## src/rtl/pkg_display.sv

```systemverilog
// Shared types and constants for the BCD 7-segment display block.
package pkg_display;

    // Double-dabble conversion FSM
    typedef enum logic [1:0] {
        IDLE   = 2'd0,
        SHIFT  = 2'd1,
        COMMIT = 2'd2
    } state_t;

    localparam int unsigned NUM_DIGITS = 3;

    // Active-low {g,f,e,d,c,b,a}
    localparam logic [6:0] SEG_OFF = 7'b1111111;

    // Element [n] holds the pattern for digit n
    localparam logic [9:0][6:0] SEG_PATTERN = {
        7'b0010000,  // 9
        7'b0000000,  // 8
        7'b1111000,  // 7
        7'b0000010,  // 6
        7'b0010010,  // 5
        7'b0011001,  // 4
        7'b0110000,  // 3
        7'b0100100,  // 2
        7'b1111001,  // 1
        7'b1000000   // 0
    };

    // Non-decimal nibbles cannot occur after a full conversion; show them as blank anyway
    function automatic logic [6:0] seg_of(input logic [3:0] digit);
        if (digit > 4'd9) begin
            return SEG_OFF;
        end
        return SEG_PATTERN[digit];
    endfunction

    // Double-dabble correction step for one BCD nibble
    function automatic logic [3:0] dabble_adj(input logic [3:0] nibble);
        return (nibble >= 4'd5) ? nibble + 4'd3 : nibble;
    endfunction

endpackage

```

## src/rtl/module_bin2bcd.sv

```systemverilog
// Sequential 8-bit binary to 3-digit BCD converter (double-dabble, one shift per cycle).
module module_bin2bcd
    import pkg_display::*;
(
    input  logic        clk,
    input  logic        rst,
    input  logic        start,
    input  logic [7:0]  bin,
    output logic        busy,
    output logic        done,
    output logic [11:0] bcd
);

    state_t      state_q, state_d;
    logic [7:0]  bin_q;
    logic [11:0] bcd_q;
    logic [11:0] bcd_adj;
    logic [2:0]  cnt_q;

    // State register
    always_ff @(posedge clk or negedge rst) begin
        if (!rst) begin
            state_q <= IDLE;
        end else begin
            state_q <= state_d;
        end
    end

    // Next state: a start always restarts the conversion, whatever the current state
    always_comb begin
        state_d = state_q;
        if (start) begin
            state_d = SHIFT;
        end else begin
            case (state_q)
                SHIFT:   if (cnt_q == 3'd7) state_d = COMMIT;
                COMMIT:  state_d = IDLE;
                default: state_d = IDLE;
            endcase
        end
    end

    // Per-nibble add-3 correction ahead of the shift
    always_comb begin
        bcd_adj = {dabble_adj(bcd_q[11:8]), dabble_adj(bcd_q[7:4]), dabble_adj(bcd_q[3:0])};
    end

    // Datapath: capture on start, then shift one binary MSB into the BCD register per cycle
    always_ff @(posedge clk or negedge rst) begin
        if (!rst) begin
            bin_q <= '0;
            bcd_q <= '0;
            cnt_q <= '0;
        end else if (start) begin
            bin_q <= bin;
            bcd_q <= '0;
            cnt_q <= '0;
        end else if (state_q == SHIFT) begin
            bcd_q <= (bcd_adj << 1) | {11'd0, bin_q[7]};
            bin_q <= bin_q << 1;
            cnt_q <= cnt_q + 3'd1;
        end
    end

    // A restart arriving in COMMIT discards the finished result
    always_comb begin
        busy = (state_q != IDLE);
        done = (state_q == COMMIT) && !start;
        bcd  = bcd_q;
    end

endmodule

```

## src/rtl/module_bcd_display.sv

```systemverilog
// Latches a/b/m on a load strobe, converts to BCD and scans it onto a 3-digit
// common-anode 7-segment display with leading-zero blanking.
module module_bcd_display
    import pkg_display::*;
#(
    parameter int unsigned CLK_DIV        = 27_000,
    parameter bit          SEG_ACTIVE_LOW = 1'b1
) (
    input  logic       clk,
    input  logic       rst,
    input  logic       load_a,
    input  logic       load_b,
    input  logic       load_m,
    input  logic [3:0] a,
    input  logic [3:0] b,
    input  logic [7:0] m,
    output logic [2:0] anodo,
    output logic [6:0] catodo,
    output logic       busy
);

    localparam int unsigned DIV_W   = (CLK_DIV > 1) ? $clog2(CLK_DIV) : 1;
    localparam logic [2:0]  AN_OFF  = SEG_ACTIVE_LOW ? 3'b111 : 3'b000;
    localparam logic [6:0]  CAT_OFF = SEG_ACTIVE_LOW ? SEG_OFF : ~SEG_OFF;

    logic             start;
    logic [7:0]       load_val;
    logic             conv_done;
    logic [11:0]      conv_bcd;
    logic [11:0]      disp_q;
    logic [DIV_W-1:0] div_q;
    logic [1:0]       idx_q;
    logic [3:0]       cur_digit;
    logic             blank;
    logic [2:0]       an_al;
    logic [6:0]       seg_al;
    logic [2:0]       anodo_q;
    logic [6:0]       catodo_q;

    // Load arbitration: m wins over b wins over a
    always_comb begin
        start = load_a | load_b | load_m;
        if (load_m) begin
            load_val = m;
        end else if (load_b) begin
            load_val = {4'd0, b};
        end else begin
            load_val = {4'd0, a};
        end
    end

    module_bin2bcd u_bin2bcd (
        .clk   (clk),
        .rst   (rst),
        .start (start),
        .bin   (load_val),
        .busy  (busy),
        .done  (conv_done),
        .bcd   (conv_bcd)
    );

    // Display registers only change on a completed conversion
    always_ff @(posedge clk or negedge rst) begin
        if (!rst) begin
            disp_q <= '0;
        end else if (conv_done) begin
            disp_q <= conv_bcd;
        end
    end

    // Scan divider and digit index
    always_ff @(posedge clk or negedge rst) begin
        if (!rst) begin
            div_q <= '0;
            idx_q <= '0;
        end else if (div_q == DIV_W'(CLK_DIV - 1)) begin
            div_q <= '0;
            idx_q <= (idx_q == 2'(NUM_DIGITS - 1)) ? 2'd0 : idx_q + 2'd1;
        end else begin
            div_q <= div_q + 1'b1;
        end
    end

    // Digit select, leading-zero blanking and segment decode (active-low domain)
    always_comb begin
        cur_digit = disp_q[3:0];
        blank     = 1'b0;
        an_al     = 3'b110;
        case (idx_q)
            2'd1: begin
                cur_digit = disp_q[7:4];
                blank     = (disp_q[11:4] == 8'd0);
                an_al     = 3'b101;
            end
            2'd2: begin
                cur_digit = disp_q[11:8];
                blank     = (disp_q[11:8] == 4'd0);
                an_al     = 3'b011;
            end
            default: ;
        endcase
        seg_al = blank ? SEG_OFF : seg_of(cur_digit);
    end

    // Registered outputs so anode and segments switch on the same edge
    always_ff @(posedge clk or negedge rst) begin
        if (!rst) begin
            anodo_q  <= AN_OFF;
            catodo_q <= CAT_OFF;
        end else begin
            anodo_q  <= SEG_ACTIVE_LOW ? an_al : ~an_al;
            catodo_q <= SEG_ACTIVE_LOW ? seg_al : ~seg_al;
        end
    end

    assign anodo  = anodo_q;
    assign catodo = catodo_q;

endmodule
```

## config.mk

```make
export PLATFORM = sky130hd
export DESIGN_NAME = module_bcd_display
export DESIGN_NICKNAME = d
export VERILOG_FILES = /design/src/rtl/pkg_display.sv /design/src/rtl/module_bin2bcd.sv /design/src/rtl/module_bcd_display.sv
export SDC_FILE = /design/constraint.sdc
export NUM_CORES = 1
export LEC_CHECK = 0
export ABC_CLOCK_PERIOD_IN_PS = 3480
export CAP_MARGIN = 25
export CORE_MARGIN = 1
export CORE_UTILIZATION = 35
export DETAILED_ROUTE_END_ITERATION = 16
export SETUP_SLACK_MARGIN = 0.02
export SLEW_MARGIN = 40
export SYNTH_ARGS = -nofsm -noshare
export SYNTH_HDL_FRONTEND = slang
export SYNTH_SLANG_ARGS = --single-unit
```

## constraint.sdc

```tcl
create_clock -name clk -period 3.48 [get_ports clk]
set_clock_uncertainty 0.05 [all_clocks]
set_input_delay 0.87 -clock clk [delete_from_list [all_inputs] [get_ports clk]]
set_output_delay 0.87 -clock clk [all_outputs]
set_load 0.01 [all_outputs]
```

==> impl_metrics.yaml, run 1 <==
global_route:
  grt_pass1_wl_mm: 10.02
  grt_max_degree: 34
  grt_pass1_vias: 2251
  grt_overflow_total: 0
  grt_usage: 0.1305
  antenna_found_initial: 0
power_and_ir_drop:
  power_frac_comb: 0.043
  worst_ir_drop_vdd_mv: 0.2517
  p_switching_uw: 325.9
  powerDensity_mw_per_mm2: 385.6
  p_leak_uw: 0.001708
  power.share.clock: 0.444
  p_int_uw: 1151
  switching_share: 0.2206
  seqPwrFrac: 0.512
setup_path:
  critPathKind: "flip-flop to flip-flop"
  end_kind: "flip-flop"
  reg2reg_slack_ns: 0.89
  reg2reg_to: "catodo[4]"
  arrival_ns: 2.80
  start_kind: "flip-flop"
  required_ns: 3.69
  cp_max_fo: 9
  reg2regPathDepth: 7
  worstReg2RegStart: "idx_q[0]"
timing:
  slew_viol_final: 0
  setup_ws_ns: 0.8885
  min_period_ns: 2.592
  final_hold_viol_count: 0
  tightest_slew_ns: 0.7041
  max_freq_mhz: 385.9
  finalSetupViolCount: 0
  min_period_over_period: 0.7447
  max-slew-margin-rel: 0.5306
  tns_ns: 0
  rsz0062_at_grt: "no"
clock_tree:
  cts.reportedPaths.clkPinSlew_ns: 0.07
  clockRootBuffer: "clkbuf_8"
  clockBufferDepth: 2
  cts_resized: 0
  h-tree-depth: 3
  cts_tree: "built"
  clock_sinks: 64
  cts_hold_buffers: 0
  clkLatencyLatePin_ns: 0.34
  cts_made_buffers: 9
  cts_setup_buffers: 0
routing:
  wl_per_cell_um: 11.95
  totalWireLength_mm: 5.615
  drtIter0Drc: 51
  ant_nets: 0
  vias: 2295
  drt_pass1_iterations: 4
  vias_per_cell: 4.883
  drc: 0
hold_path:
  hold_end: "disp_q[1]"
  hold_class: "flip-flop to flip-flop"
  min_from: "disp_q[1]"
  holdPathStages: 2
yosys:
  synth_area_leader_cell: "dfrtp_1"
  synth_cells: 322
  synth_common_cells: "54 x dfrtp_1, 44 x nand2_1, 30 x nor2_1"
  yosysMostFrequentCell: "dfrtp_1"
  syn_avg_cell_area_um2: 9.881
  ys.flop_type: "dfrtp_1"
  yosys-top-cells-area: "dfrtp_1 42%, dfstp_2 8.3%, ha_1 7.5%"
  synth_top_area_frac: 0.4247
  synth_warnings: 0
  synth_seq_cells: 64
  syn_area_mm2: 0.003182
  syn-num-nets: 362
  ys_types: 39
  ys_seq_area_frac: 0.5073
  async_reset_ff_frac: 1.000
  synth_edf_count: 0
final_layout:
  fillers: 846
  multiInputGateArea_mm2: 0.001475
  diodes: 0
  nets: 397
  seqCellArea_mm2: 0.001614
  areaGrowthSynthToFinish_pct: 20.41
  final_layout_size_suffix_gt1_frac: 0.1188
floorplanning:
  start_util: 0.3631
  dieHeight_um: 97.35
  die_w_um: 97.35
  die_area_mm2: 0.009476
  io_pins: 32
  core_area_mm2: 0.008763
  num_rows: 34
placement:
  place_ws_ns: 0.5590
  place.detailed.hpwl_mm: 3.940
  gp_congestion: 0.7467
  io_buffers: 31
flow_run:
  cap_violations: 0
run_status:
  outcome: "completed"
-- power by group through the flow --
stage / logic, uW / clock network [uW] / registers, uW
after detailed placement: 66.4 / 0 / 771
after global routing: 73.0 / 712 / 757
after global placement: 65.2 / 0 / 770
after floorplan: 20.6 / 0 / 769
final: 63.9 / 657 / 757
after CTS: 66.5 / 678 / 757
-- state kept, by name (all words and copies together), names as in the netlist --
signal	flops
catodo	7
disp_q	12
u_bin2bcd.bcd	12
anodo	3
u_bin2bcd.state_q	2
u_bin2bcd.bin_q	8
idx_q	2
div_q	15
u_bin2bcd.cnt_q	3
-- cell type report --
cell class / instances / share of cell area
tap: 108 / 0.03527
multi-input combinational: 233 / 0.3850
sequential: 64 / 0.4213
clock buffer: 11 / 0.03952
clock inverter: 5 / 0.01437
inverter: 14 / 0.01372
timing repair buffer: 35 / 0.09079
-- worst max path at each step --
stage                     startpoint  depth (start not counted)  slack, ns          to
after global routing        idx_q[0]                          7       0.67   catodo[4]
after global placement        load_b                          5       0.63  disp_q[11]
after CTS                   idx_q[0]                          7       0.87   catodo[4]
final                       idx_q[0]                          7       0.89   catodo[4]
after detailed placement      load_b                          5       0.56   disp_q[7]
after floorplan             idx_q[0]                          8       1.06   catodo[4]
-- metrics by stage --
step / std cells / utilization / total power, uW / cell area (um2) / hold slack [ns]
2_1_floorplan: 322 / - / 790.0 / 3182 / 0.3946
3_3_place_gp: 454 / 0.4133 / 835.6 / 3622 / 0.4153
3_5_place_dp: 454 / 0.4133 / 837.1 / 3622 / 0.4206
4_1_cts: 470 / 0.4369 / 1502 / 3829 / 0.4357
5_1_grt: 470 / 0.4372 / 1542 / 3831 / 0.4653
6_report: 470 / 0.4372 / 1477 / 3831 / 0.4267
-- layer usage --
metal	wire length, um	track usage
met4	99	0.06109
met5	0	0
met3	181	0.03022
met1	2753	0.1654
met2	2581	0.2113
-- worst max-delay path, stage by stage (launching register included) --
cell     delay (ns)
dfrtp_1        0.38
inv_1          0.09
ha_1           0.44
o21ai_0        0.51
ha_1           0.31
o21ai_2        0.08
a32o_2         0.28
or3_1          0.37
-- cells in the final DEF (no fill, tap or decap), drive strengths merged, types with 2 or more instances in the layout --
cell type / n
dfrtp: 54
and2: 2
mux2i: 10
inv: 14
o21bai: 5
clkinvlp: 2
nand3: 10
a22oi: 3
xnor2: 10
mux2: 6
o221ai: 3
nor2: 30
nand2: 44
nor4: 2
nor2b: 2
nor3: 6
clkbuf: 11
and3: 3
ha: 19
clkinv: 2
o21ai: 24
nand2b: 6
a21oi: 26
or3: 2
or2: 2
clkdlybuf4s50: 30
dfstp: 10
nand4: 4
buf: 5
xor2: 7
-- kinds of logic (layout without fill, tap and decap cells) --
logic type                 after synthesis  in the layout  share of synthesized area
and+or+nand+nor                        116            116                     0.1667
AOI/OAI and AO/OA                       65             65                     0.1180
DFF                                     64             64                     0.5073
buffers and inverters                   25             65                    0.02988
adders and majority gates               19             19                    0.07472
xor gates and xnor gates                17             17                    0.04679
muxes                                   16             16                    0.05663
No activity file was read; power rests on OpenSTA's default activity.
==> run 2: changes to the inputs <==
Settings changed: ABC_CLOCK_PERIOD_IN_PS 3480 to 2140.
Clock period 3.48 ns to 2.14 ns, I/O delays scaled along.
==> run 2 against run 1 <==
Count of clock-buffer cells in the layout unchanged. Routed wire length increased by 3.9%. Register-to-register slack got worse by 0.78 ns. Total power increased by 53%. Critical path depth increased by 1. Highest routed layer unchanged. Largest cell class unchanged. Maximum frequency increased by 28%.
==> impl_metrics.yaml, run 2 (same netlist as run 1, synthesis figures left out) <==
final_layout:
  layout_commonest_cell: "dfrtp_1"
  final_cell_mix: "54 x dfrtp_1, 42 x nand2_1, 30 x nor2_1, 29 x clkdlybuf4s50_1, 26 x a21oi_1"
  seqCellArea_mm2: 0.001614
  nets: 414
  diodes: 0
  areaGrowthSynthToFinish_pct: 26.82
  fillers: 812
  largest-register: "div_q"
  multiInputGateArea_mm2: 0.001573
  final_cells: 487
  final_layout_size_suffix_gt1_frac: 0.1873
  largest_reg_flops: 15
global_route:
  grt_pass1_wl_mm: 10.21
  grt_max_degree: 41
  grt_usage: 0.1320
  antenna_found_initial: 0
  grt_pass1_vias: 2328
  grt_overflow_total: 0
floorplanning:
  start_util: 0.3631
  die_w_um: 97.35
  dieHeight_um: 97.35
  core_area_mm2: 0.008763
  num_rows: 34
  die_area_mm2: 0.009476
  io_pins: 32
clock_tree:
  cts_tree: "built"
  cts_made_buffers: 9
  clock_sinks: 64
  h-tree-depth: 3
  clockBufferDepth: 2
  clockRootBuffer: "clkbuf_8"
  clkLatencyLatePin_ns: 0.34
  cts.reportedPaths.clkPinSlew_ns: 0.08
  cts_hold_buffers: 0
  cts_setup_buffers: 0
timing:
  tns_ns: 0
  min_period_ns: 2.031
  finalHoldWorstSlack_ns: 0.1237
  finalSetupViolCount: 0
  tightest_slew_ns: 0.6540
  min_period_over_period: 0.9490
  setup_ws_ns: 0.1091
  slew_viol_final: 0
  max-slew-margin-rel: 0.5640
  final_hold_viol_count: 0
  max_freq_mhz: 492.4
  rsz0062_at_grt: "yes"
placement:
  dpl.cell_count: 471
  io_buffers: 31
  place.detailed.hpwl_mm: 4.239
  gp_congestion: 0.7723
  place_ws_ns: -0.06003
setup_path:
  critPathKind: "flip-flop to flip-flop"
  end_kind: "flip-flop"
  crit_chain: "inv_2 > ha_4 > buf_4 > mux2i_4 > o21ai_2 > a32o_2 > buf_4 > or2_1"
  start_kind: "flip-flop"
  path_common_cell: "buf_4"
  critPathMaxStageDelay_ns: 0.41
  arrival_ns: 2.25
  crit_slowest_cell: "dfrtp_1"
  required_ns: 2.36
  cp_max_fo: 7
routing:
  vias_per_cell: 4.819
  drc: 0
  drtIter0Drc: 52
  totalWireLength_mm: 5.834
  vias: 2347
  wl_per_cell_um: 11.98
  ant_nets: 0
  drt_pass1_iterations: 4
hold_path:
  hold_class: "input pin to async pin"
run_status:
  outcome: "completed"
power_and_ir_drop:
  worst_ir_drop_vdd_mv: 0.2876
  p_leak_uw: 0.001786
  power_uw: 2263
  powerDensity_mw_per_mm2: 560.9
flow_run:
  cap_violations: 0
## run 2: changes by cell type in the layout (fill, tap and decap cells not counted), sizes merged
cell | before | now
buf | 5 | 22
bufinv | 1 | 0
clkdlybuf4s50 | 30 | 29
clkinvlp | 2 | 3
dlygate4sd2 | 0 | 1
## run 2: through the flow
stage | utilization | area (um2)
3_3_place_gp | 0.4325 | 3790
2_1_floorplan | - | 3219
5_1_grt | 0.4605 | 4035
3_5_place_dp | 0.4325 | 3790
4_1_cts | 0.4553 | 3990
6_report | 0.4605 | 4035
## run 2: cell type report
cell class / count / share of cell area
repair buffers: 52 / 0.1206
clock buffers: 11 / 0.03504
inverters: 14 / 0.01302
flip-flops and latches: 64 / 0.4000
multi-input cells: 233 / 0.3898
well taps: 108 / 0.03349
clock inverters: 5 / 0.008062
## run 2: critical path: cells and delay by family (launching register included)
kind,cells,cell delay (ns)
adders and majority gates,1,0.35
and+or+nand+nor,1,0.22
DFF,1,0.41
muxes,1,0.23
AOI/OAI and AO/OA,2,0.31
buffers and inverters,3,0.39
## run 2: report_power, final
group	internal [uW]	switching [uW]
Clock	448	476
Sequential	1220	7.59
Combinational	56.7	52.5
## run 2: metal layers
metal,routed length [um],track usage,up-vias
li1,-,-,1196
met2,2703,0.2167,60
met4,95,0.05882,0
met3,240,0.03813,8
met1,2794,0.1609,1083
met5,0,0,-
## run 2: repair_timing
action,4_1_cts,5_1_grt
resized for setup,6,8
setup endpoints to repair,7,6
pin swaps,2,0
gates cloned,0,0
## run 2: final timing paths
check | slack (ns) | from | depth (start not counted) | end
min in group clk | 0.43 | div_q[14] | 1 | div_q[14]
setup reg to reg | 0.11 | idx_q[1] | 8 | catodo[5]
hold / removal | 0.12 | rst | 2 | div_q[11]
setup / recovery | 0.11 | idx_q[1] | 8 | catodo[5]
hold reg to reg | 0.43 | div_q[14] | 1 | div_q[14]
max in group asynchronous | 1.48 | rst | 2 | catodo[6]
==> run 3: changes to the inputs <==
Settings changed: ABC_CLOCK_PERIOD_IN_PS 2140 to unset.
==> results of run 3 <==
Same layout as run 2: the final DEF is identical, and so are final timing and power.
